[config.mk]
export PLATFORM = sky130hd
export DESIGN_NAME = armleocpu_ptw
export DESIGN_NICKNAME = d
export VERILOG_FILES = /design/src/rtl/armleocpu_ptw_pkg.sv /design/src/rtl/armleocpu_ptw_pte_decode.sv /design/src/rtl/armleocpu_ptw.sv
export SDC_FILE = /design/constraint.sdc
export NUM_CORES = 1
export LEC_CHECK = 0
export CAP_MARGIN = 20
export CORE_MARGIN = 2
export CORE_UTILIZATION = 27
export DETAILED_ROUTE_END_ITERATION = 8
export GPL_TIMING_DRIVEN = 0
export MAX_ROUTING_LAYER = met4
export PLACE_DENSITY = 0.53
export SYNTH_ARGS = -nofsm -noshare
export SYNTH_HDL_FRONTEND = slang
export SYNTH_SLANG_ARGS = --single-unit
[constraint.sdc]
create_clock -name clk -period 2.6 [get_ports clk]
set_input_delay 0.39 -clock clk [delete_from_list [all_inputs] [get_ports clk]]
set_output_delay 0.39 -clock clk [all_outputs]
set_load 0.02 [all_outputs]
[src/rtl/armleocpu_ptw_pkg.sv]
// Shared Sv32 definitions for the page-table walker: PTE flag positions,
// field accessors, bus response codes and walker state encoding.
package armleocpu_ptw_pkg;

  localparam int PTE_V = 0;
  localparam int PTE_R = 1;
  localparam int PTE_W = 2;
  localparam int PTE_X = 3;
  localparam int PTE_U = 4;
  localparam int PTE_G = 5;
  localparam int PTE_A = 6;
  localparam int PTE_D = 7;

  localparam int PA_W  = 34;
  localparam int PPN_W = 22;
  localparam int VPN_W = 20;

  localparam logic [1:0] AVL_OKAY = 2'b00;

  typedef enum logic [1:0] {
    PTW_IDLE  = 2'd0,
    PTW_ISSUE = 2'd1,
    PTW_WAIT  = 2'd2
  } ptw_state_t;

  function automatic logic [21:0] pte_ppn(input logic [31:0] pte);
    return pte[31:10];
  endfunction

  function automatic logic [11:0] pte_ppn1(input logic [31:0] pte);
    return pte[31:20];
  endfunction

  function automatic logic [9:0] pte_ppn0(input logic [31:0] pte);
    return pte[19:10];
  endfunction

endpackage

[src/rtl/armleocpu_ptw_pte_decode.sv]
// Combinational classification of one fetched PTE: leaf, descend, or fault.
// Bus errors win over any PTE-content fault.
module armleocpu_ptw_pte_decode
  import armleocpu_ptw_pkg::*;
(
  input  logic [31:0] pte,
  input  logic        level,
  input  logic [1:0]  response,
  output logic        leaf,
  output logic        next_level,
  output logic        pagefault,
  output logic        accessfault
);

  logic is_leaf;
  logic invalid;
  logic misaligned;
  logic unused_pte_bits;

  assign unused_pte_bits = ^{pte[31:20], pte[9:4]};

  always_comb begin
    accessfault = (response != AVL_OKAY);
    is_leaf     = pte[PTE_R] | pte[PTE_X];
    invalid     = !pte[PTE_V] | (!pte[PTE_R] & pte[PTE_W]);
    // a level-1 leaf maps a 4 MiB superpage, so its low PPN field must be zero
    misaligned  = level & is_leaf & (pte_ppn0(pte) != 10'd0);
    pagefault   = !accessfault & (invalid | misaligned | (!is_leaf & !level));
    leaf        = !accessfault & !invalid & !misaligned & is_leaf;
    next_level  = !accessfault & !invalid & !is_leaf & level;
  end

endmodule

[src/rtl/armleocpu_ptw.sv]
// Sv32 page-table walker: fetches up to two PTEs over a single-outstanding
// read port and returns the PPN plus the PTE access tag to the cache.
//
//   state     | meaning
//   ----------+-----------------------------------------------------------
//   PTW_IDLE  | waiting for resolve_request (not accepted in the done cycle)
//   PTW_ISSUE | avl_read held with stable address until waitrequest drops
//   PTW_WAIT  | read accepted, waiting for readdatavalid, decode on arrival
module armleocpu_ptw
  import armleocpu_ptw_pkg::*;
(
  input  logic                 clk,
  input  logic                 rst,
  input  logic                 resolve_request,
  input  logic [VPN_W-1:0]     resolve_virtual_address,
  input  logic [PPN_W-1:0]     satp_ppn,
  output logic                 resolve_ack,
  output logic                 resolve_done,
  output logic                 resolve_pagefault,
  output logic                 resolve_accessfault,
  output logic [PPN_W-1:0]     resolve_physical_address,
  output logic [7:0]           resolve_metadata,
  output logic [PA_W-1:0]      avl_address,
  output logic                 avl_read,
  input  logic                 avl_waitrequest,
  input  logic [31:0]          avl_readdata,
  input  logic                 avl_readdatavalid,
  input  logic [1:0]           avl_response
);

  ptw_state_t state;
  logic       level;
  logic [9:0] vpn0;

  logic dec_leaf;
  logic dec_next_level;
  logic dec_pagefault;
  logic dec_accessfault;

  armleocpu_ptw_pte_decode u_pte_decode (
    .pte         (avl_readdata),
    .level       (level),
    .response    (avl_response),
    .leaf        (dec_leaf),
    .next_level  (dec_next_level),
    .pagefault   (dec_pagefault),
    .accessfault (dec_accessfault)
  );

  always_ff @(posedge clk) begin
    if (rst) begin
      state                    <= PTW_IDLE;
      level                    <= 1'b0;
      vpn0                     <= '0;
      resolve_ack              <= 1'b0;
      resolve_done             <= 1'b0;
      resolve_pagefault        <= 1'b0;
      resolve_accessfault      <= 1'b0;
      resolve_physical_address <= '0;
      resolve_metadata         <= '0;
      avl_address              <= '0;
      avl_read                 <= 1'b0;
    end else begin
      resolve_ack              <= 1'b0;
      resolve_done             <= 1'b0;
      resolve_pagefault        <= 1'b0;
      resolve_accessfault      <= 1'b0;
      resolve_physical_address <= '0;
      resolve_metadata         <= '0;

      case (state)
        PTW_IDLE: begin
          // resolve_done high means this is the done cycle of the last walk
          if (resolve_request && !resolve_done) begin
            resolve_ack <= 1'b1;
            level       <= 1'b1;
            vpn0        <= resolve_virtual_address[9:0];
            avl_address <= {satp_ppn, resolve_virtual_address[19:10], 2'b00};
            avl_read    <= 1'b1;
            state       <= PTW_ISSUE;
          end
        end

        PTW_ISSUE: begin
          if (!avl_waitrequest) begin
            avl_read <= 1'b0;
            state    <= PTW_WAIT;
          end
        end

        PTW_WAIT: begin
          if (avl_readdatavalid) begin
            if (dec_next_level) begin
              level       <= 1'b0;
              avl_address <= {pte_ppn(avl_readdata), vpn0, 2'b00};
              avl_read    <= 1'b1;
              state       <= PTW_ISSUE;
            end else begin
              resolve_done        <= 1'b1;
              resolve_pagefault   <= dec_pagefault;
              resolve_accessfault <= dec_accessfault;
              if (dec_leaf) begin
                resolve_metadata         <= avl_readdata[7:0];
                resolve_physical_address <= level ? {pte_ppn1(avl_readdata), vpn0}
                                                  : pte_ppn(avl_readdata);
              end
              state <= PTW_IDLE;
            end
          end
        end

        default: state <= PTW_IDLE;
      endcase
    end
  end

endmodule

Yosys cells after proc, flatten, opt, wreduce, memory -nomap -nowiden:

Index checks and enable logic that the tools add are counted.

* memory bits (read-only): 0
* bits in latches: 0
* flip-flop bits (word level): 82
* RAM bits: 0
* input port bits: 81
* output and inout port bits: 69
* word-level logic and storage cells: 77
* memories: 0

* bitwise operators: 18
* magnitude comparators: 0
* muxes and demuxes: 20
* reduce and logical (&&, ||, !) cells: 22
* equality and inequality tests: 6
* multipliers: 0
* $add $sub $neg: 0
* divide/modulo/power cells: 0
* shifts and indexed selects: 0

Operators with widths (count)
* $mux W34: 3
* $pmux W34 S2: 1
* $and A1 B1 Y1: 10
* $mux W10: 1
* $reduce_bool A10 Y1: 1
* $mux W1: 9
* $logic_not A1 Y1: 8
* $ne A2 B2 Y1 const B: 4
* $mux W2: 3
* $pmux W2 S3: 1
* $reduce_and A5 Y1: 1
* $reduce_or A5 Y1: 1
* $not A1 Y1: 4
* $or A1 B1 Y1: 4
* $reduce_and A4 Y1: 1
* $reduce_bool A2 Y1: 2
* $reduce_or A4 Y1: 1
* $pmux W1 S3: 1
* $reduce_and A3 Y1: 1
* $reduce_bool A3 Y1: 1
* $reduce_or A3 Y1: 1
* $eq A2 B1 Y1 const B: 1
* $eq A2 B2 Y1 const B: 1
* $logic_not A2 Y1: 1
* 4 further kinds: 4

Logic depth before layout (Yosys ltp):

* word-level depth: 10
* depth in mapped cells: 8
* depth with buffers taken out: 5

Hierarchy:

From an unflattened synthesis, not the netlist that was laid out.

* cell total of the unflattened synthesis: 315
* area total of the unflattened synthesis: 3309.4 sq um

Modules (own cells, without submodules)
* armleocpu_ptw: instances 1, cells an instance 298, area each 3196.8 sq um, sequential area each 1601.5 sq um
* armleocpu_ptw_pte_decode: instances 1, cells an instance 17, area each 112.6 sq um, sequential area each 0.0 sq um

Worst setup path after synthesis:

Ideal clock, no wire load.

* path kind: input -> register
* start: input port avl_response[1]
* end: register avl_address[10]
* data required time: 2.519 ns
* arrival time: 1.498 ns
* library setup time: 0.081 ns
* path slack: 1.021 ns
* cell stages on the path: 6
* buffers on the path: 2
* cell sequence: nor4_1 > a21bo_1 > buf_4 > clkbuf_1 > a21oi_1 > a211oi_2

* longest elaborated chain between the ends: 7

Ends and longest elaborated chain
* from (decl): RTL line armleocpu_ptw.sv:28 `input logic [1:0] avl_response`
* $reduce_bool A2 Y1: RTL line armleocpu_ptw_pte_decode.sv:23 `accessfault = (response != AVL_OKAY);`
* $logic_not A1 Y1: RTL line armleocpu_ptw_pte_decode.sv:30 `next_level = !accessfault & !invalid & !is_leaf & level;`
* $and A1 B1 Y1 (3 in a row): RTL line armleocpu_ptw_pte_decode.sv:30
* $ne A2 B2 Y1 (no line)
* $reduce_and A4 Y1 (no line)
* to (signal assigned): RTL line armleocpu_ptw.sv:78 `avl_address <= {satp_ppn, resolve_virtual_address[19:10], 2'b00};`
* to (signal assigned): RTL line armleocpu_ptw.sv:95 `avl_address <= {pte_ppn(avl_readdata), vpn0, 2'b00};`
* to (decl): RTL line armleocpu_ptw.sv:23 `output logic [PA_W-1:0] avl_address,`

No other way between the ends.
A chain may end at the register's enable or synchronous reset.

Worst setup path in the final report:

* start: input port avl_readdata[1]
* end: register avl_address[3]

* longest elaborated chain between the ends: 9
* elaborated cells on any way between the ends: 11
* classes of those cells: eq/ne: 1; bitwise: 6; reduce/logical: 4

Ends and longest elaborated chain
* from (decl): RTL line armleocpu_ptw.sv:26 `input logic [31:0] avl_readdata,`
* $logic_not A1 Y1: RTL line armleocpu_ptw_pte_decode.sv:25 `invalid = !pte[PTE_V] | (!pte[PTE_R] & pte[PTE_W]);`
* $and A1 B1 Y1: RTL line armleocpu_ptw_pte_decode.sv:25
* $or A1 B1 Y1: RTL line armleocpu_ptw_pte_decode.sv:25
* $logic_not A1 Y1: RTL line armleocpu_ptw_pte_decode.sv:30
* $and A1 B1 Y1: RTL line armleocpu_ptw_pte_decode.sv:30
* $and A1 B1 Y1 (*) (2 in a row): RTL line armleocpu_ptw_pte_decode.sv:30
* $ne A2 B2 Y1 (no line) (*)
* $reduce_and A4 Y1 (no line) (*)

Every way passes the cells marked *; elsewhere a longest branch is shown, timed or not.

==> impl_metrics.csv <==
group,metric,value,unit
cts,cts.repair.resized,0,
floorplanning,placement_rows,40,
cells_and_area,stdcell_area,0.00520,mm2
worst_setup_path,worst-endpoint-required,2.86,ns
floorplanning,core_area,0.0120,mm2
pwr,p_leak,1.87,nW
pwr,pwr-share-clk,35.9,%
sta,clock_skew_after_layout,0.00482,ns
worst_setup_path,startpoint_type,"primary input",
cts,clock_tree.buffer_depth,2,
synth,yosysTopAreaCell,"dfxtp_1",
grt,grt_antenna_before_repair,0,
outcome,outcome,"complete, no violations",
sta,grt_setup_unrepaired,"no",
drt,ant_nets,0,
worst_setup_path,cpMaxStageDelayCell,"clkdlybuf4s50_1",
cells_and_area,insertedDiodeCount,0,
cts,cts_hold_repair.buffers,0,
cts,clock_tree.root_cell,"clkbuf_16",
worst_setup_path,setup.worst_path.end_class,"register",
cts,clock_latency,0.34,ns
synth,synthFlopType,"dfxtp_1",
sta,timing.max_slew.rel_slack,44.3,%
synth,dominant_cell_by_count_in_the_synthesized_netlist,"dfxtp_1",
pwr,pwr-share-seq,42.1,%
cells_and_area,filler_cell_count,1168,
cts,clock_sink_count,80,
placement,detailedPlacementHpwl,7690,um
worst_setup_path,critical_path_buf_inv_count,3,
sta,final.period_utilization,79.9,%
pwr,max-vdd-ir-drop,295,uV
drt,post_drt_via_cell_ratio,4.58,
drt,drt_first_iter_violations,101,
synth,synth-async-reset-ratio,0,%
pwr,power.share.switching,27.5,%
job,drv_cap,0,
cells_and_area,post_route_cells_drive_above_1_share,14.2,%
synth,synthesis.instances,316,
pwr,report.power.total,3.22,mW
worst_setup_path,worstSetupPathType,"in2reg",
cells_and_area,nNetsFinal,554,
grt,globalRoute.totalOverflow,0,
synth,synth.area.top_cells,"dfxtp_1 49%, mux2i_1 13%, a211oi_2 11%",
pwr,pwr-share-comb,22.1,%
worst_setup_path,cpPeakStageDelay,0.50,ns
grt,global_route.usage.total,16.1,%
synth,yosysTopAreaCellShare,48.6,%
drt,detail_route.wirelength,10300,um
cts,reg_clk_slew_reported_paths,0.06,ns
floorplanning,width_of_the_die,114,um
floorplanning,starting_density_of_the_core,27.5,%
synth,post_synth_num_cell_types,37,
floorplanning,design.die.area,0.0131,mm2
synth,synth.yosys.seq_area_share,48.6,%
sta,max_clock_freq,481,MHz
pwr,intPower,2.34,mW
synth,netlist_area,0.00329,mm2
pwr,power.density,620,mW/mm2
sta,hold_viol_final,0,
drt,post_drt_wl_per_cell,16.4,um
min_path,hold_path_class,"reg2reg",
placement,gp_congestion,0.738,
pwr,power_switching,0.886,mW
drt,detail_route.first_pass.iterations,4,
cells_and_area,syn2layout_area_growth,57.8,%
grt,grt_start_max_net_pins,13,
placement,io_buffer_count,145,
synth,synth_top_cells_by_count,"80 x dfxtp_1, 46 x a21oi_1, 42 x mux2i_1",
synth,synth_enable_flop_cells,0,
sta,finalSetupViolations,0,
worst_setup_path,crit_arrival,2.33,ns
grt,grt_pass1_wl,15500,um
worst_setup_path,worstPathCellList,"clkdlybuf4s50_1 -> nor4_1 -> a21bo_1 -> buf_4 -> clkbuf_1 -> a21oi_1 -> a211oi_2",
sta,setup_tns,0,ns
synth,synth.avg_cell_area,10.4,um2
sta,worst_slew_pin_slew,0.836,ns
drt,drcViolationCount,0,
drt,wl_met1,4680,um
drt,met2RoutedLength,4620,um
grt,via_count_of_the_first_global_routing_pass,2956,
sta,period_minus_slack,2.08,ns
floorplanning,die_h,114,um
floorplanning,io-pin-count,150,
drt,via_count,2865,
cts,cts_post_setup_buffers_inserted,0,
placement,placement.cell_area,0.00493,mm2
worst_setup_path,cp_top_family,"buffers and inverters",
drt,route.top_layer_used,"met4",
synth,ys_seq_elements,80,
drt,met3WireLength,796,um
cts,cts-htree-levels,3,
synth,ys_warn_count,0,
cts,tritoncts_clock_tree,"built",
sta,maxSlewViolCount,0,
worst_setup_path,worstPathMaxFanout,10,
cts,cts_made_buffers,9,
[final timing paths]
kind	slack, ns	depth (start not counted)	to	from
max	0.52	7	avl_address[3]$_SDFFE_PP0P_	avl_readdata[1]
min	0.47	2	avl_read$_SDFFE_PP0P_	avl_read$_SDFFE_PP0P_
max reg2reg	0.85	7	avl_address[3]$_SDFFE_PP0P_	level$_SDFFE_PP0P_
min reg2reg	0.47	2	avl_read$_SDFFE_PP0P_	avl_read$_SDFFE_PP0P_
[per-stage QoR]
stage | hold WS [ns] | setup WS [ns] | util (%) | std cells
global route | 0.499 | 0.345 | 43.5 | 625
CTS | 0.463 | 0.520 | 43.5 | 625
detailed placement | 0.456 | 0.181 | 41.2 | 609
floorplan | 0.449 | 1.02 | - | 317
finish | 0.466 | 0.523 | 43.5 | 625
global placement | 0.454 | 0.239 | 41.2 | 609
[cell usage in the layout, fill, tap and decap left out, types with 3 or more instances in the layout]
cell type and n:
clkinv_2 4, a21oi_1 46, a211oi_2 30, nand2_1 22, buf_4 3, clkbuf_1 14
clkdlybuf4s50_1 145, nor4_1 3, mux2i_1 42, buf_6 6, dfxtp_1 80, clkbuf_16 9
buf_2 9, and2_1 20, nor2_1 15
[cell families after synthesis]
group                  count (synthesis)  share of synthesized area (%)
and+or+nand+nor                       73                           11.7
other                                  1                          0.114
AOI/OAI and AO/OA                     88                           21.2
buffers and inverters                 32                           5.70
muxes                                 42                           12.8
DFF                                   80                           48.6
[registers in the layout, summed over array words and instances (netlist names), 2 cells and up]
signal / flops
resolve_metadata: 8
avl_address: 32
resolve_physical_address: 22
state: 2
vpn0: 10
[cell type report]
type | instances | area (um2) | share of cell area, %
buffer | 30 | 180 | 3.46
clock buffer | 12 | 246 | 4.74
clock inverter | 4 | 20.0 | 0.385
inverter | 2 | 7.51 | 0.144
multi-input combinational | 205 | 1510 | 29.0
sequential | 80 | 1600 | 30.8
tap | 147 | 184 | 3.54
timing repair buffer | 145 | 1450 | 27.9
[metal layers]
layer | global-route usage, % | up-vias
li1 | - | 1431
met1 | 19.9 | 1297
met2 | 24.7 | 120
met3 | 4.92 | 17
met4 | 6.26 | 0
met5 | - | -
[power by group through the flow]
stage               Sequential [mW]  Combinational (mW)  Clock, mW
floorplan                      1.45               0.311          0
global placement               1.38               0.709          0
detailed placement             1.38               0.714          0
CTS                            1.36               0.717       1.19
global route                   1.36               0.763       1.24
finish                         1.35               0.710       1.16
[worst register-to-register path, stage by stage, from the launching register on]
cell      delay (ns)
dfxtp_1         0.32
buf_6           0.12
and3b_1         0.19
a21bo_1         0.11
buf_4           0.16
clkbuf_1        0.40
a21oi_1         0.16
a211oi_2        0.21
Note: power is estimated with default switching activity, not from simulation.
